## src/rtl/uart_pkg.sv

```systemverilog
// uart_pkg: shared types, oversampling constants and the parity helper
// for the UART transceiver.
//   parity_e    - frame parity mode as carried on cfg_parity
//   tx_state_e  - transmitter FSM states
//   rx_state_e  - receiver FSM states
//   frame_parity(data, nbits, mode) - parity bit for the low nbits of data
package uart_pkg;

    localparam int OVERSAMPLE = 16;
    localparam int SAMPLE_LO  = 7;
    localparam int SAMPLE_MID = 8;
    localparam int SAMPLE_HI  = 9;

    typedef enum logic [1:0] {
        PAR_NONE  = 2'd0,
        PAR_EVEN  = 2'd1,
        PAR_ODD   = 2'd2,
        PAR_NONE3 = 2'd3
    } parity_e;

    typedef enum logic [2:0] {
        TX_IDLE, TX_START, TX_DATA, TX_PARITY, TX_STOP
    } tx_state_e;

    typedef enum logic [2:0] {
        RX_IDLE, RX_START, RX_DATA, RX_PARITY, RX_STOP
    } rx_state_e;

    function automatic logic parity_enabled(input parity_e mode);
        return (mode == PAR_EVEN) || (mode == PAR_ODD);
    endfunction

    // Mode 3 behaves as "none", so only EVEN and ODD produce a non-zero bit.
    function automatic logic frame_parity(input logic [15:0] data,
                                          input logic [3:0]  nbits,
                                          input parity_e     mode);
        logic acc;
        acc = 1'b0;
        for (int i = 0; i < 16; i++) begin
            if (i < int'(nbits)) begin
                acc = acc ^ data[i];
            end
        end
        case (mode)
            PAR_EVEN: return acc;
            PAR_ODD:  return ~acc;
            default:  return 1'b0;
        endcase
    endfunction

endpackage

```

## src/rtl/uart_transceiver_if.sv

```systemverilog
// uart_transceiver_if: byte-level handshakes between the register front-end
// (master) and the UART (slave).
//   tx_data/tx_valid/tx_ready          - transmit word handshake
//   rx_data/rx_valid/rx_ready          - receive word handshake
//   rx_frame_err/rx_parity_err/rx_break - per-frame status, qualified by rx_valid
//   rx_overrun                          - one-cycle pulse, a completed frame was dropped
interface uart_transceiver_if #(
    parameter int MAX_BITS = 9
) ();
    logic [MAX_BITS-1:0] tx_data;
    logic                tx_valid;
    logic                tx_ready;
    logic [MAX_BITS-1:0] rx_data;
    logic                rx_valid;
    logic                rx_ready;
    logic                rx_frame_err;
    logic                rx_parity_err;
    logic                rx_break;
    logic                rx_overrun;

    modport master (
        output tx_data, tx_valid, rx_ready,
        input  tx_ready, rx_data, rx_valid, rx_frame_err, rx_parity_err,
               rx_break, rx_overrun
    );

    modport slave (
        input  tx_data, tx_valid, rx_ready,
        output tx_ready, rx_data, rx_valid, rx_frame_err, rx_parity_err,
               rx_break, rx_overrun
    );
endinterface

```

## src/rtl/uart_baud_gen.sv

```systemverilog
// uart_baud_gen: free-running oversample tick generator.
//   clk, rst_n - clock, asynchronous active-low reset
//   baud_div   - tick period minus one (clk/(baud*16)-1)
//   tick       - one-cycle pulse every baud_div+1 clocks
module uart_baud_gen #(
    parameter int DIV_W = 16
) (
    input  logic             clk,
    input  logic             rst_n,
    input  logic [DIV_W-1:0] baud_div,
    output logic             tick
);
    logic [DIV_W-1:0] cnt_reg;

    always_ff @(posedge clk or negedge rst_n) begin
        if (!rst_n) begin
            cnt_reg <= '0;
        end else if (cnt_reg == '0) begin
            cnt_reg <= baud_div;
        end else begin
            cnt_reg <= cnt_reg - 1'b1;
        end
    end

    // Ticking on zero means baud_div=0 ticks every cycle.
    assign tick = (cnt_reg == '0);

endmodule

```

## src/rtl/uart_transceiver.sv

```systemverilog
// uart_transceiver: full-duplex UART with run-time frame configuration.
//   clk, rst_n                 - clock, asynchronous active-low reset
//   baud_div                   - oversample tick period minus one
//   cfg_data_bits/cfg_parity/cfg_stop2 - frame format, latched per frame
//   bus (slave)                - tx/rx word handshakes and rx status flags
//   tx                         - serial output, idle high
//   rx                         - serial input, asynchronous to clk
//   rx_busy                    - receiver not idle
module uart_transceiver
    import uart_pkg::*;
#(
    parameter int DIV_W    = 16,
    parameter int MAX_BITS = 9
) (
    input  logic             clk,
    input  logic             rst_n,
    input  logic [DIV_W-1:0] baud_div,
    input  logic [3:0]       cfg_data_bits,
    input  logic [1:0]       cfg_parity,
    input  logic             cfg_stop2,
    uart_transceiver_if.slave bus,
    output logic             tx,
    input  logic             rx,
    output logic             rx_busy
);
    localparam logic [3:0] MAX_NBITS = 4'(MAX_BITS);

    logic       tick;
    logic [3:0] cfg_nbits;
    parity_e    cfg_par;

    uart_baud_gen #(.DIV_W(DIV_W)) u_baud_gen (
        .clk      (clk),
        .rst_n    (rst_n),
        .baud_div (baud_div),
        .tick     (tick)
    );

    // Illegal data-bit counts fall back to 8.
    assign cfg_nbits = (cfg_data_bits >= 4'd5 && cfg_data_bits <= MAX_NBITS) ? cfg_data_bits : 4'd8;
    assign cfg_par   = parity_e'(cfg_parity);

    // ---------------------------------------------------------------- TX
    tx_state_e           tx_state_reg, tx_state_next;
    logic [4:0]          tx_tick_reg, tx_tick_next, tx_bit_last;
    logic [3:0]          tx_bit_reg, tx_bit_next;
    logic [MAX_BITS-1:0] tx_shift_reg, tx_shift_next;
    logic [3:0]          tx_nbits_reg, tx_nbits_next;
    parity_e             tx_par_mode_reg, tx_par_mode_next;
    logic                tx_stop2_reg, tx_stop2_next;
    logic                tx_par_bit_reg, tx_par_bit_next;

    always_ff @(posedge clk or negedge rst_n) begin
        if (!rst_n) begin
            tx_state_reg    <= TX_IDLE;
            tx_tick_reg     <= '0;
            tx_bit_reg      <= '0;
            tx_shift_reg    <= '0;
            tx_nbits_reg    <= 4'd8;
            tx_par_mode_reg <= PAR_NONE;
            tx_stop2_reg    <= 1'b0;
            tx_par_bit_reg  <= 1'b0;
        end else begin
            tx_state_reg    <= tx_state_next;
            tx_tick_reg     <= tx_tick_next;
            tx_bit_reg      <= tx_bit_next;
            tx_shift_reg    <= tx_shift_next;
            tx_nbits_reg    <= tx_nbits_next;
            tx_par_mode_reg <= tx_par_mode_next;
            tx_stop2_reg    <= tx_stop2_next;
            tx_par_bit_reg  <= tx_par_bit_next;
        end
    end

    always_comb begin
        tx_state_next    = tx_state_reg;
        tx_tick_next     = tx_tick_reg;
        tx_bit_next      = tx_bit_reg;
        tx_shift_next    = tx_shift_reg;
        tx_nbits_next    = tx_nbits_reg;
        tx_par_mode_next = tx_par_mode_reg;
        tx_stop2_next    = tx_stop2_reg;
        tx_par_bit_next  = tx_par_bit_reg;
        tx_bit_last      = (tx_state_reg == TX_STOP && tx_stop2_reg) ?
                           5'(2*OVERSAMPLE-1) : 5'(OVERSAMPLE-1);
        case (tx_state_reg)
            TX_IDLE: begin
                if (bus.tx_valid) begin
                    tx_state_next    = TX_START;
                    tx_tick_next     = '0;
                    tx_shift_next    = bus.tx_data;
                    tx_nbits_next    = cfg_nbits;
                    tx_par_mode_next = cfg_par;
                    tx_stop2_next    = cfg_stop2;
                    tx_par_bit_next  = frame_parity(16'(bus.tx_data), cfg_nbits, cfg_par);
                end
            end
            TX_START, TX_DATA, TX_PARITY, TX_STOP: begin
                if (tick) begin
                    if (tx_tick_reg == tx_bit_last) begin
                        tx_tick_next = '0;
                        case (tx_state_reg)
                            TX_START: begin
                                tx_state_next = TX_DATA;
                                tx_bit_next   = '0;
                            end
                            TX_DATA: begin
                                tx_shift_next = tx_shift_reg >> 1;
                                tx_bit_next   = tx_bit_reg + 4'd1;
                                if (tx_bit_reg == tx_nbits_reg - 4'd1) begin
                                    tx_state_next = parity_enabled(tx_par_mode_reg) ? TX_PARITY : TX_STOP;
                                end
                            end
                            TX_PARITY: tx_state_next = TX_STOP;
                            default:   tx_state_next = TX_IDLE;
                        endcase
                    end else begin
                        tx_tick_next = tx_tick_reg + 5'd1;
                    end
                end
            end
            default: tx_state_next = TX_IDLE;
        endcase
    end

    // Decoded straight from state so reset forces the line high at once.
    always_comb begin
        tx = 1'b1;
        case (tx_state_reg)
            TX_START:  tx = 1'b0;
            TX_DATA:   tx = tx_shift_reg[0];
            TX_PARITY: tx = tx_par_bit_reg;
            default:   tx = 1'b1;
        endcase
    end

    assign bus.tx_ready = (tx_state_reg == TX_IDLE);

    // ---------------------------------------------------------------- RX
    logic                rx_s1_reg, rx_s2_reg;
    rx_state_e           rx_state_reg, rx_state_next;
    logic [3:0]          rx_tick_reg, rx_tick_next;
    logic [3:0]          rx_bit_reg, rx_bit_next;
    logic [MAX_BITS-1:0] rx_shift_reg, rx_shift_next;
    logic [3:0]          rx_nbits_reg, rx_nbits_next;
    parity_e             rx_par_mode_reg, rx_par_mode_next;
    logic [1:0]          rx_samp_reg, rx_samp_next;
    logic                rx_par_bit_reg, rx_par_bit_next;
    logic                rx_any_high_reg, rx_any_high_next;
    logic                rx_wait_high_reg, rx_wait_high_next;
    logic                rx_maj;
    logic                frame_done, frame_err_c, parity_err_c, break_c;

    always_ff @(posedge clk or negedge rst_n) begin
        if (!rst_n) begin
            rx_s1_reg        <= 1'b1;
            rx_s2_reg        <= 1'b1;
            rx_state_reg     <= RX_IDLE;
            rx_tick_reg      <= '0;
            rx_bit_reg       <= '0;
            rx_shift_reg     <= '0;
            rx_nbits_reg     <= 4'd8;
            rx_par_mode_reg  <= PAR_NONE;
            rx_samp_reg      <= '0;
            rx_par_bit_reg   <= 1'b0;
            rx_any_high_reg  <= 1'b0;
            rx_wait_high_reg <= 1'b0;
        end else begin
            rx_s1_reg        <= rx;
            rx_s2_reg        <= rx_s1_reg;
            rx_state_reg     <= rx_state_next;
            rx_tick_reg      <= rx_tick_next;
            rx_bit_reg       <= rx_bit_next;
            rx_shift_reg     <= rx_shift_next;
            rx_nbits_reg     <= rx_nbits_next;
            rx_par_mode_reg  <= rx_par_mode_next;
            rx_samp_reg      <= rx_samp_next;
            rx_par_bit_reg   <= rx_par_bit_next;
            rx_any_high_reg  <= rx_any_high_next;
            rx_wait_high_reg <= rx_wait_high_next;
        end
    end

    // The third vote is the live synchronized sample at the SAMPLE_HI tick.
    assign rx_maj = (rx_samp_reg[0] & rx_samp_reg[1]) |
                    (rx_samp_reg[0] & rx_s2_reg) |
                    (rx_samp_reg[1] & rx_s2_reg);

    always_comb begin
        rx_state_next     = rx_state_reg;
        rx_tick_next      = rx_tick_reg;
        rx_bit_next       = rx_bit_reg;
        rx_shift_next     = rx_shift_reg;
        rx_nbits_next     = rx_nbits_reg;
        rx_par_mode_next  = rx_par_mode_reg;
        rx_samp_next      = rx_samp_reg;
        rx_par_bit_next   = rx_par_bit_reg;
        rx_any_high_next  = rx_any_high_reg;
        rx_wait_high_next = rx_wait_high_reg;
        frame_done        = 1'b0;
        frame_err_c       = 1'b0;
        parity_err_c      = 1'b0;
        break_c           = 1'b0;
        case (rx_state_reg)
            RX_IDLE: begin
                if (rx_s2_reg) begin
                    rx_wait_high_next = 1'b0;
                end
                // After a low stop bit the line must go high before a new start counts.
                if (!rx_s2_reg && !rx_wait_high_reg) begin
                    rx_state_next    = RX_START;
                    rx_tick_next     = '0;
                    rx_bit_next      = '0;
                    rx_shift_next    = '0;
                    rx_nbits_next    = cfg_nbits;
                    rx_par_mode_next = cfg_par;
                    rx_any_high_next = 1'b0;
                end
            end
            RX_START, RX_DATA, RX_PARITY, RX_STOP: begin
                if (tick) begin
                    rx_tick_next = rx_tick_reg + 4'd1;
                    if (rx_tick_reg == 4'(SAMPLE_LO)) begin
                        rx_samp_next[0] = rx_s2_reg;
                    end
                    if (rx_tick_reg == 4'(SAMPLE_MID)) begin
                        rx_samp_next[1] = rx_s2_reg;
                    end
                    if (rx_tick_reg == 4'(SAMPLE_HI)) begin
                        case (rx_state_reg)
                            RX_START: begin
                                if (rx_maj) begin
                                    rx_state_next = RX_IDLE;
                                end
                            end
                            RX_DATA: begin
                                rx_shift_next[rx_bit_reg] = rx_maj;
                                rx_any_high_next = rx_any_high_reg | rx_maj;
                            end
                            RX_PARITY: begin
                                rx_par_bit_next  = rx_maj;
                                rx_any_high_next = rx_any_high_reg | rx_maj;
                            end
                            default: begin
                                // Leaving mid stop bit leaves room for back-to-back frames.
                                frame_done        = 1'b1;
                                frame_err_c       = ~rx_maj;
                                parity_err_c      = parity_enabled(rx_par_mode_reg) &&
                                                    (rx_par_bit_reg != frame_parity(16'(rx_shift_reg),
                                                                                    rx_nbits_reg,
                                                                                    rx_par_mode_reg));
                                break_c           = ~rx_any_high_reg & ~rx_maj;
                                rx_wait_high_next = ~rx_maj;
                                rx_state_next     = RX_IDLE;
                            end
                        endcase
                    end
                    if (rx_tick_reg == 4'(OVERSAMPLE-1)) begin
                        case (rx_state_reg)
                            RX_START: begin
                                rx_state_next = RX_DATA;
                                rx_bit_next   = '0;
                            end
                            RX_DATA: begin
                                rx_bit_next = rx_bit_reg + 4'd1;
                                if (rx_bit_reg == rx_nbits_reg - 4'd1) begin
                                    rx_state_next = parity_enabled(rx_par_mode_reg) ? RX_PARITY : RX_STOP;
                                end
                            end
                            RX_PARITY: rx_state_next = RX_STOP;
                            default: ;
                        endcase
                    end
                end
            end
            default: rx_state_next = RX_IDLE;
        endcase
    end

    assign rx_busy = (rx_state_reg != RX_IDLE);

    // ---------------------------------------------------- RX output register
    logic [MAX_BITS-1:0] rx_data_reg;
    logic                rx_valid_reg, rx_frame_err_reg, rx_parity_err_reg;
    logic                rx_break_reg, rx_overrun_reg;

    always_ff @(posedge clk or negedge rst_n) begin
        if (!rst_n) begin
            rx_data_reg       <= '0;
            rx_valid_reg      <= 1'b0;
            rx_frame_err_reg  <= 1'b0;
            rx_parity_err_reg <= 1'b0;
            rx_break_reg      <= 1'b0;
            rx_overrun_reg    <= 1'b0;
        end else begin
            rx_overrun_reg <= 1'b0;
            if (frame_done) begin
                // A same-cycle handshake frees the slot, so the new word wins.
                if (!rx_valid_reg || bus.rx_ready) begin
                    rx_data_reg       <= rx_shift_reg;
                    rx_frame_err_reg  <= frame_err_c;
                    rx_parity_err_reg <= parity_err_c;
                    rx_break_reg      <= break_c;
                    rx_valid_reg      <= 1'b1;
                end else begin
                    rx_overrun_reg <= 1'b1;
                end
            end else if (rx_valid_reg && bus.rx_ready) begin
                rx_valid_reg <= 1'b0;
            end
        end
    end

    assign bus.rx_data       = rx_data_reg;
    assign bus.rx_valid      = rx_valid_reg;
    assign bus.rx_frame_err  = rx_frame_err_reg;
    assign bus.rx_parity_err = rx_parity_err_reg;
    assign bus.rx_break      = rx_break_reg;
    assign bus.rx_overrun    = rx_overrun_reg;

endmodule

```

## src/flat_wrapper.sv

```systemverilog
// flat-port wrapper written by rule: the top's interface ports become plain ports
module uart_transceiver_flat import uart_pkg::*;
#(
    parameter int DIV_W    = 16,
    parameter int MAX_BITS = 9
)
  (clk, rst_n, baud_div, cfg_data_bits, cfg_parity, cfg_stop2, tx, rx, rx_busy, bus_tx_data, bus_tx_valid, bus_rx_ready, bus_tx_ready, bus_rx_data, bus_rx_valid, bus_rx_frame_err, bus_rx_parity_err, bus_rx_break, bus_rx_overrun);
  uart_transceiver_if #(.MAX_BITS(MAX_BITS)) bus_i ();
  input  logic clk;
  input  logic rst_n;
  input  logic [DIV_W-1:0] baud_div;
  input  logic [3:0] cfg_data_bits;
  input  logic [1:0] cfg_parity;
  input  logic cfg_stop2;
  output logic tx;
  input  logic rx;
  output logic rx_busy;
  input wire logic [$bits(bus_i.tx_data)-1:0] bus_tx_data;
  input wire logic [$bits(bus_i.tx_valid)-1:0] bus_tx_valid;
  input wire logic [$bits(bus_i.rx_ready)-1:0] bus_rx_ready;
  output wire logic [$bits(bus_i.tx_ready)-1:0] bus_tx_ready;
  output wire logic [$bits(bus_i.rx_data)-1:0] bus_rx_data;
  output wire logic [$bits(bus_i.rx_valid)-1:0] bus_rx_valid;
  output wire logic [$bits(bus_i.rx_frame_err)-1:0] bus_rx_frame_err;
  output wire logic [$bits(bus_i.rx_parity_err)-1:0] bus_rx_parity_err;
  output wire logic [$bits(bus_i.rx_break)-1:0] bus_rx_break;
  output wire logic [$bits(bus_i.rx_overrun)-1:0] bus_rx_overrun;
  assign bus_i.tx_data = bus_tx_data;
  assign bus_i.tx_valid = bus_tx_valid;
  assign bus_i.rx_ready = bus_rx_ready;
  assign bus_tx_ready = bus_i.tx_ready;
  assign bus_rx_data = bus_i.rx_data;
  assign bus_rx_valid = bus_i.rx_valid;
  assign bus_rx_frame_err = bus_i.rx_frame_err;
  assign bus_rx_parity_err = bus_i.rx_parity_err;
  assign bus_rx_break = bus_i.rx_break;
  assign bus_rx_overrun = bus_i.rx_overrun;
  uart_transceiver #(.DIV_W(DIV_W), .MAX_BITS(MAX_BITS)) u_core (.clk(clk), .rst_n(rst_n), .baud_div(baud_div), .cfg_data_bits(cfg_data_bits), .cfg_parity(cfg_parity), .cfg_stop2(cfg_stop2), .bus(bus_i), .tx(tx), .rx(rx), .rx_busy(rx_busy));
endmodule
```

## config.mk

```make
export PLATFORM = sky130hd
export DESIGN_NAME = uart_transceiver_flat
export DESIGN_NICKNAME = d
export VERILOG_FILES = /design/src/rtl/uart_pkg.sv /design/src/rtl/uart_transceiver_if.sv /design/src/rtl/uart_baud_gen.sv /design/src/rtl/uart_transceiver.sv /design/src/flat_wrapper.sv
export SDC_FILE = /design/constraint.sdc
export NUM_CORES = 1
export LEC_CHECK = 0
export ABC_CLOCK_PERIOD_IN_PS = 2900
export BUFFER_PORTS_ARGS = -buffer_cell sky130_fd_sc_hd__buf_2
export CAP_MARGIN = 20
export CORE_MARGIN = 4
export CORE_UTILIZATION = 47
export CTS_CLUSTER_DIAMETER = 200
export DETAILED_ROUTE_END_ITERATION = 10
export GPL_TIMING_DRIVEN = 0
export PLACE_DENSITY = 0.77
export SLEW_MARGIN = 20
export SYNTH_ARGS = -nofsm -noshare
export SYNTH_HDL_FRONTEND = slang
export SYNTH_SLANG_ARGS = --single-unit
```

## constraint.sdc

```tcl
create_clock -name clk -period 2.9 [get_ports clk]
set_clock_uncertainty 0.1 [all_clocks]
set_input_delay 0.29 -clock clk [delete_from_list [all_inputs] [get_ports clk]]
set_output_delay 0.29 -clock clk [all_outputs]
set_load 0.01 [all_outputs]
```

==> results of run 1 <==
==> layout by cell type (no fill, tap or decap), drive strengths merged, types with 7 or more instances in the layout <==
| cell | count |
|---|---|
| a21oi | 16 |
| a31oi | 11 |
| buf | 69 |
| clkbuf | 28 |
| dfrtp | 88 |
| ha | 17 |
| inv | 17 |
| mux2 | 18 |
| nand2 | 66 |
| nand2b | 8 |
| nand3 | 25 |
| nor2 | 58 |
| nor2b | 8 |
| nor3 | 15 |
| nor3b | 7 |
| o21ai | 55 |
| xnor2 | 30 |
| xor2 | 10 |
==> power groups by stage <==
stage | sequential (uW) | clock (uW) | combinational [uW]
detailed placement | 1700 | 0 | 685
global placement | 1680 | 0 | 652
floorplan | 1650 | 0 | 518
finish | 1690 | 995 | 734
CTS | 1670 | 1020 | 709
global route | 1720 | 1080 | 828
==> synth_stat cells (all sizes together) (2+ instances only) <==
cell    instances  share of area
a22o            5         0.0085
nor4b           2         0.0063
xor2           10          0.017
or3             6         0.0073
nor3b           7          0.010
nand2b          8         0.0097
and3            3         0.0036
a21boi          2         0.0029
or3b            2         0.0034
nor2           58          0.044
o21ai          55          0.053
inv            16          0.012
and3b           2         0.0034
a31o            2         0.0034
or4             4         0.0058
a21o            6         0.0087
nand3b          6         0.0087
nand4           5         0.0073
nor2b           8         0.0097
a31oi          11          0.013
nand3          25          0.024
dfstp           4          0.020
clkbuf         17          0.012
nor4            5         0.0060
dfrtp          88           0.43
maj3            2         0.0039
ha             17          0.041
a21oi          16          0.015
nand4b          6          0.010
o21a            3         0.0044
buf             9          0.012
mux2i           5          0.010
nor3           15          0.017
mux2           18          0.039
xnor2          30          0.051
o211ai          3         0.0044
nand2          66          0.048
o31ai           3         0.0044
==> worst min-delay path by stage <==
stage                          start                           end  slack [ns]  depth (start not counted)
floorplan                      rst_n           u_core.bus.rx_break       -0.11                          0
global placement    u_core.rx_s1_reg              u_core.rx_s2_reg        0.25                          0
detailed placement             rst_n         u_core.bus.rx_data[4]        0.12                          1
CTS                      baud_div[3]  u_core.u_baud_gen.cnt_reg[3]       0.006                          3
global route             baud_div[4]  u_core.u_baud_gen.cnt_reg[4]       0.008                          2
finish                   baud_div[3]  u_core.u_baud_gen.cnt_reg[3]        0.02                          3
==> critical path, cell delays in order, from the launching register on <==
cell	delay, ns
dfrtp_1	0.39
inv_1	0.06
ha_2	0.16
or3b_4	0.41
or2_1	0.25
buf_6	0.14
or3_4	0.37
nor2_4	0.15
mux2i_2	0.09
nor3_4	0.24
buf_6	0.17
nor2_2	0.03
a31oi_1	0.15
==> timing repair <==
action,in CTS,in global routing
setup buffers,5,2
gates resized for setup,7,17
endpoints found under the hold margin,38,0
hold buffers,2,0
pin swaps,3,5
setup endpoints to repair,41,35
==> kinds of logic (layout without fill, tap and decap cells) <==
family / after synthesis / count (layout)
flip-flops: 92 / 92
XOR/XNOR: 40 / 40
AND/OR/NAND/NOR: 230 / 230
buffers and inverters: 42 / 120
adder cells (fa/ha/maj): 19 / 19
multiplexers: 23 / 23
AO/OA/AOI/OAI: 113 / 113
==> final cells by class <==
type / instances / area [sq um] / area share
Multi-Input combinational cell: 425 / 2780 / 0.459
Sequential cell: 92 / 2310 / 0.381
Timing Repair Buffer: 63 / 379 / 0.0627
Tap cell: 140 / 175 / 0.0290
Clock buffer: 11 / 151 / 0.0250
Buffer: 25 / 116 / 0.0192
Clock inverter: 5 / 82.6 / 0.0137
Inverter: 16 / 60.1 / 0.00993
==> stage by stage <==
| stage | TNS (ns) | power (uW) | instance area [sq um] | instances |
|---|---|---|---|---|
| after detailed placement | -7.09 | 2380 | 5650 | 753 |
| after global placement | -5.97 | 2330 | 5620 | 752 |
| after CTS | 0 | 3400 | 5970 | 776 |
| after global routing | -0.0275 | 3640 | 6050 | 777 |
| after floorplan | 0 | 2170 | 5180 | 559 |
| final | 0 | 3420 | 6050 | 777 |
==> layer usage <==
layer  global-route usage  vias up  wire (um)
met5                    0        -          0
met1                0.247     2039       5130
met2                0.318      127       5740
met3               0.0380       20        656
li1                     -     2096          -
met4               0.0785        0        257
==> metrics, run 1 <==
adder and majority gate portion of the synthesized area 0.0450; number of cells produced by synthesis 559; flip-flop and latch count after synthesis 92; number of violations reported at the end of detailed-routing iteration 0 225; synthesized netlist net count ~600; die area 0.0128 sq mm; fill cell total of the finished layout 920; vertical die dimension 113 um; Critical Path End u_core.tx_shift_reg[3]; number of clock sinks seen by CTS a little over 90; first element of the critical path u_core.u_baud_gen.cnt_reg[0]; Crit. End Element register; complex-gate fraction of the synthesized area 0.130; signed area change from the synthesized netlist to the final layout 16.8%; Pwr per Cell Area 565 mW/mm^2; main combinational cell family by area after synthesis simple AND/OR/NAND/NOR gates; P_leak 0.00266 uW; horizontal extent of the die between 100 and 150 um; worst setup timing slack at the placement stage -0.377 ns; Antenna Cells 0; simple-gate area share of the yosys netlist 0.226; peak supply drop 0.363 mV; Maximum Capacitance Violations 0; Pins Over Slew Limit 0; Mapped Area 0.00518 sq mm; Via Count 4282; cell-internal power about 2400 uW; final global-route overflow total 0; drt first pass iters 5; nets between 600 and 700; Unique masters post-synth 57; achievable frequency 357 MHz; power share of the sequential group 0.494; post-detailed-route DRC marker count 0; buffer levels on the longest clock path 2; CP Data Required Time ~3.1 ns; number of enable flip-flop cells after synthesis 0; TritonCTS clock tree built; result of the run finished clean; Crit Reg-Reg Startpoint u_core.u_baud_gen.cnt_reg[0]; proportion of synthesized area in mux cells 0.0496; maximum number of pins on one net before global-route repair 56; layout cells sized above 1 0.204; share of flip-flops with an asynchronous set or reset 1.00; reg-to-reg slack, setup approximately 0.098 ns; Hold Fails Final Rpt 0; effective utilization at floorplan 0.480; core area 0.0108 sq mm; setup repair after global routing missed its margin true; worst hold slack 0.0227 ns; setup slack after layout just under 0.1 ns; mean post-synth cell area 9.26 sq um; Yosys warnings 0; post-route minimum period roughly 2.8 ns; number of ports placed on the die boundary 54; flip-flop cell with the highest count after synthesis dfrtp_1; CTS root buffer clkbuf_8; Vias/cell 5.51; combinational cell fraction of total power 0.215; HP Class primary input to register; GR Util All Layers 0.192; normalized max-slew margin 0.589; number of buffers created by CTS 9; Clk network pwr share 0.291; max reg flops 16; H-tree Lvls 3; category of the most critical setup path register to register; Seq/Total Area, Yosys 0.446; global-route wire length before repair approximately 20 mm; number of global-route vias before repair 4278; Reg clk slew, reported paths 0.09 ns; arrival time of data at the critical path endpoint approximately 3 ns; WL/cell 15.2 um; transition time of the tightest slew-check pin 0.610 ns; largest fanout on the critical path 7; WL final 11.8 mm; R2R depth 12; Detail Placement HPWL 8.36 mm; final setup fails 0; insertion delay to the later sink of the worst-skew pair 0.37 ns; startpoint class of the critical path register; P_sw 1010 uW; weighted congestion reported at the end of routability-driven placement approximately 0.94; post-route clock period utilization 0.966; count of buffers from port buffering 53; xor and xnor fraction of the mapped netlist area 0.0677; switching power as a share of total power 0.296; remaining number of nets flagged by the antenna check after routing 0; end of the worst register-to-register path u_core.tx_shift_reg[3]; number of antenna violations at the first check in global routing 0; Placement Rows 38; final core area utilization 0.560
No activity file was read; power rests on OpenSTA's default activity.
==> run 2, diff against run 1 <==
--- a/config.mk
+++ b/config.mk
@@ -14,6 +14,7 @@
 export DETAILED_ROUTE_END_ITERATION = 10
 export GPL_TIMING_DRIVEN = 0
 export PLACE_DENSITY = 0.77
+export RECOVER_POWER = 100
 export SLEW_MARGIN = 20
 export SYNTH_ARGS = -nofsm -noshare
 export SYNTH_HDL_FRONTEND = slang
==> run 2 against run 1 <==
- the flow now finishes with violations (max-capacitance violations, max-slew violations)
- worst setup slack better by 0.0092 ns
- largest cell class unchanged
- critical path depth unchanged
- flip-flop and latch count unchanged
- design area down 0.72%
- sequential share of layout area up 0.28 points
- routed wire length about the same
==> metrics, run 2 (synthesis gave the netlist of run 1 again) <==
transition time of the tightest slew-check pin 2.01 ns; Maximum Capacitance Violations 1; Crit Reg-Reg Startpoint u_core.u_baud_gen.cnt_reg[0]; number of ports placed on the die boundary 54; switching power as a share of total power 0.296; Detail Placement HPWL about 8.4 mm; Reg clk slew, reported paths 0.09 ns; final core area utilization 0.556; cell-internal power 2400 uW; achievable frequency 358 MHz; most common cell after layout, fill and taps aside dfrtp_1; final global-route overflow total 0; number of clock sinks seen by CTS 92; die area 0.0128 sq mm; global-route wire length before repair about 20 mm; WL final 11.8 mm; setup repair after global routing missed its margin true; violated checks max-capacitance violations, max-slew violations; horizontal extent of the die 113 um; category of the most critical setup path register to register; Pwr per Cell Area between 500 and 600 mW/mm^2; first element of the critical path u_core.u_baud_gen.cnt_reg[0]; WL/cell 15.2 um; number of violations reported at the end of detailed-routing iteration 0 209; Clk network pwr share 0.292; largest fanout on the critical path 7; buffer levels on the longest clock path 2; sum of negative setup slack 0 ns; peak supply drop 0.363 mV; count of buffers from port buffering 53; number of antenna violations at the first check in global routing 0; nets 686; number of buffers created by CTS 9; GR Util All Layers 0.192; post-detailed-route DRC marker count 0; arrival time of data at the critical path endpoint 2.98 ns; HP Class primary input to register; Placement Rows 38; H-tree Lvls 3; CP Data Required Time 3.09 ns; CTS root buffer clkbuf_8; result of the run finished, violations left; Pins Over Slew Limit 39; Post-Place Cell Area 0.00565 sq mm; total non-filler cell area in the finished layout 0.00600 sq mm; TritonCTS clock tree built; Vias/cell roughly 5.5; power share of the sequential group 0.494; weighted congestion reported at the end of routability-driven placement 0.939; Antenna Cells 0; vertical die dimension 113 um; signed area change from the synthesized netlist to the final layout 16.0%; Via Count 4266; maximum number of pins on one net before global-route repair 56; post-route minimum period 2.79 ns; critical hold path startpoint baud_div[3]; number of global-route vias before repair 4278; reg-to-reg slack, setup ~0.11 ns; max reg flops 16; drt first pass iters 5; final setup fails 0; effective utilization at floorplan 0.480; remaining number of nets flagged by the antenna check after routing 0; post-route clock period utilization 0.963; insertion delay to the later sink of the worst-skew pair 0.37 ns; Hold Fails Final Rpt 0; Crit. End Element register; startpoint class of the critical path register; P_leak 0.00258 uW; P_sw 1010 uW; combinational cell fraction of total power 0.214; highest-count cells in the layout ignoring fill and taps dfrtp_1, nand2_1, o21ai_0; normalized max-slew margin -0.338; layout cells sized above 1 0.177; core area 0.0108 sq mm
run 2: cell types whose count changed in the layout (fill, tap and decap cells not counted):
cell / delta
clkbuf_1: +17
buf_2: -16
buf_16: -1
run 2: worst paths after layout:
kind,endpoint,cells past startpoint
worst max register to register,u_core.tx_shift_reg[3],12
max in group asynchronous,u_core.tx_nbits_reg[3],3
worst min register to register,u_core.rx_s2_reg,0
worst min-delay path,u_core.u_baud_gen.cnt_reg[3],3
min in group asynchronous,u_core.rx_bit_reg[3],2
worst max-delay path,u_core.tx_shift_reg[3],12
run 2: cell type report:
| type | count | area (sq um) |
|---|---|---|
| sequential | 92 | 2310 |
| clock inverter | 5 | 82.6 |
| fill | 928 | 4790 |
| buffer | 25 | 116 |
| multi-input combinational | 425 | 2780 |
| tap | 140 | 175 |
| timing repair buffer | 63 | 335 |
| clock buffer | 11 | 151 |
| inverter | 16 | 60.1 |
run 2: power by group through the flow:
stage                     combinational, uW  clock, uW  sequential (uW)
after floorplan                         518          0             1650
after global routing                    824       1080             1720
after global placement                  652          0             1680
after detailed placement                685          0             1700
final                                   729        996             1690
after CTS                               709       1020             1670
run 2: routing by layer:
layer	global-route usage	share of wire	up-vias	routed length, um
met1	0.247	0.44	2038	5190
met3	0.0380	0.054	20	634
met5	0	0	-	0
li1	-	-	2094	-
met2	0.318	0.48	114	5710
met4	0.0785	0.022	0	259
run 2: what timing repair did:
action	4_1_cts	5_1_grt
hold endpoints to repair	38	0
hold buffers	2	0
buffers inserted	5	2
endpoints found under the setup margin	41	35
pin swaps	3	5
resized for setup	7	17
run 2: worst max-delay path: stages, from the launching register on:
cell and delay, ns:
dfrtp_1 0.39, inv_1 0.06, ha_2 0.16, or3b_4 0.41, or2_1 0.25, buf_6 0.14
or3_4 0.37, nor2_4 0.15, mux2i_2 0.09, nor3_4 0.24, buf_6 0.16, nor2_2 0.03
a31oi_1 0.15
run 2: per-stage QoR:
stage	std cells	setup WS [ns]	total power (uW)	hold WS [ns]
floorplan	559	0.0570	2170	-0.106
global placement	752	-0.377	2330	0.246
detailed placement	753	-0.377	2380	0.118
CTS	776	0.000913	3400	0.00566
global route	777	-0.0104	3630	0.00774
finish	777	0.107	3410	0.0235
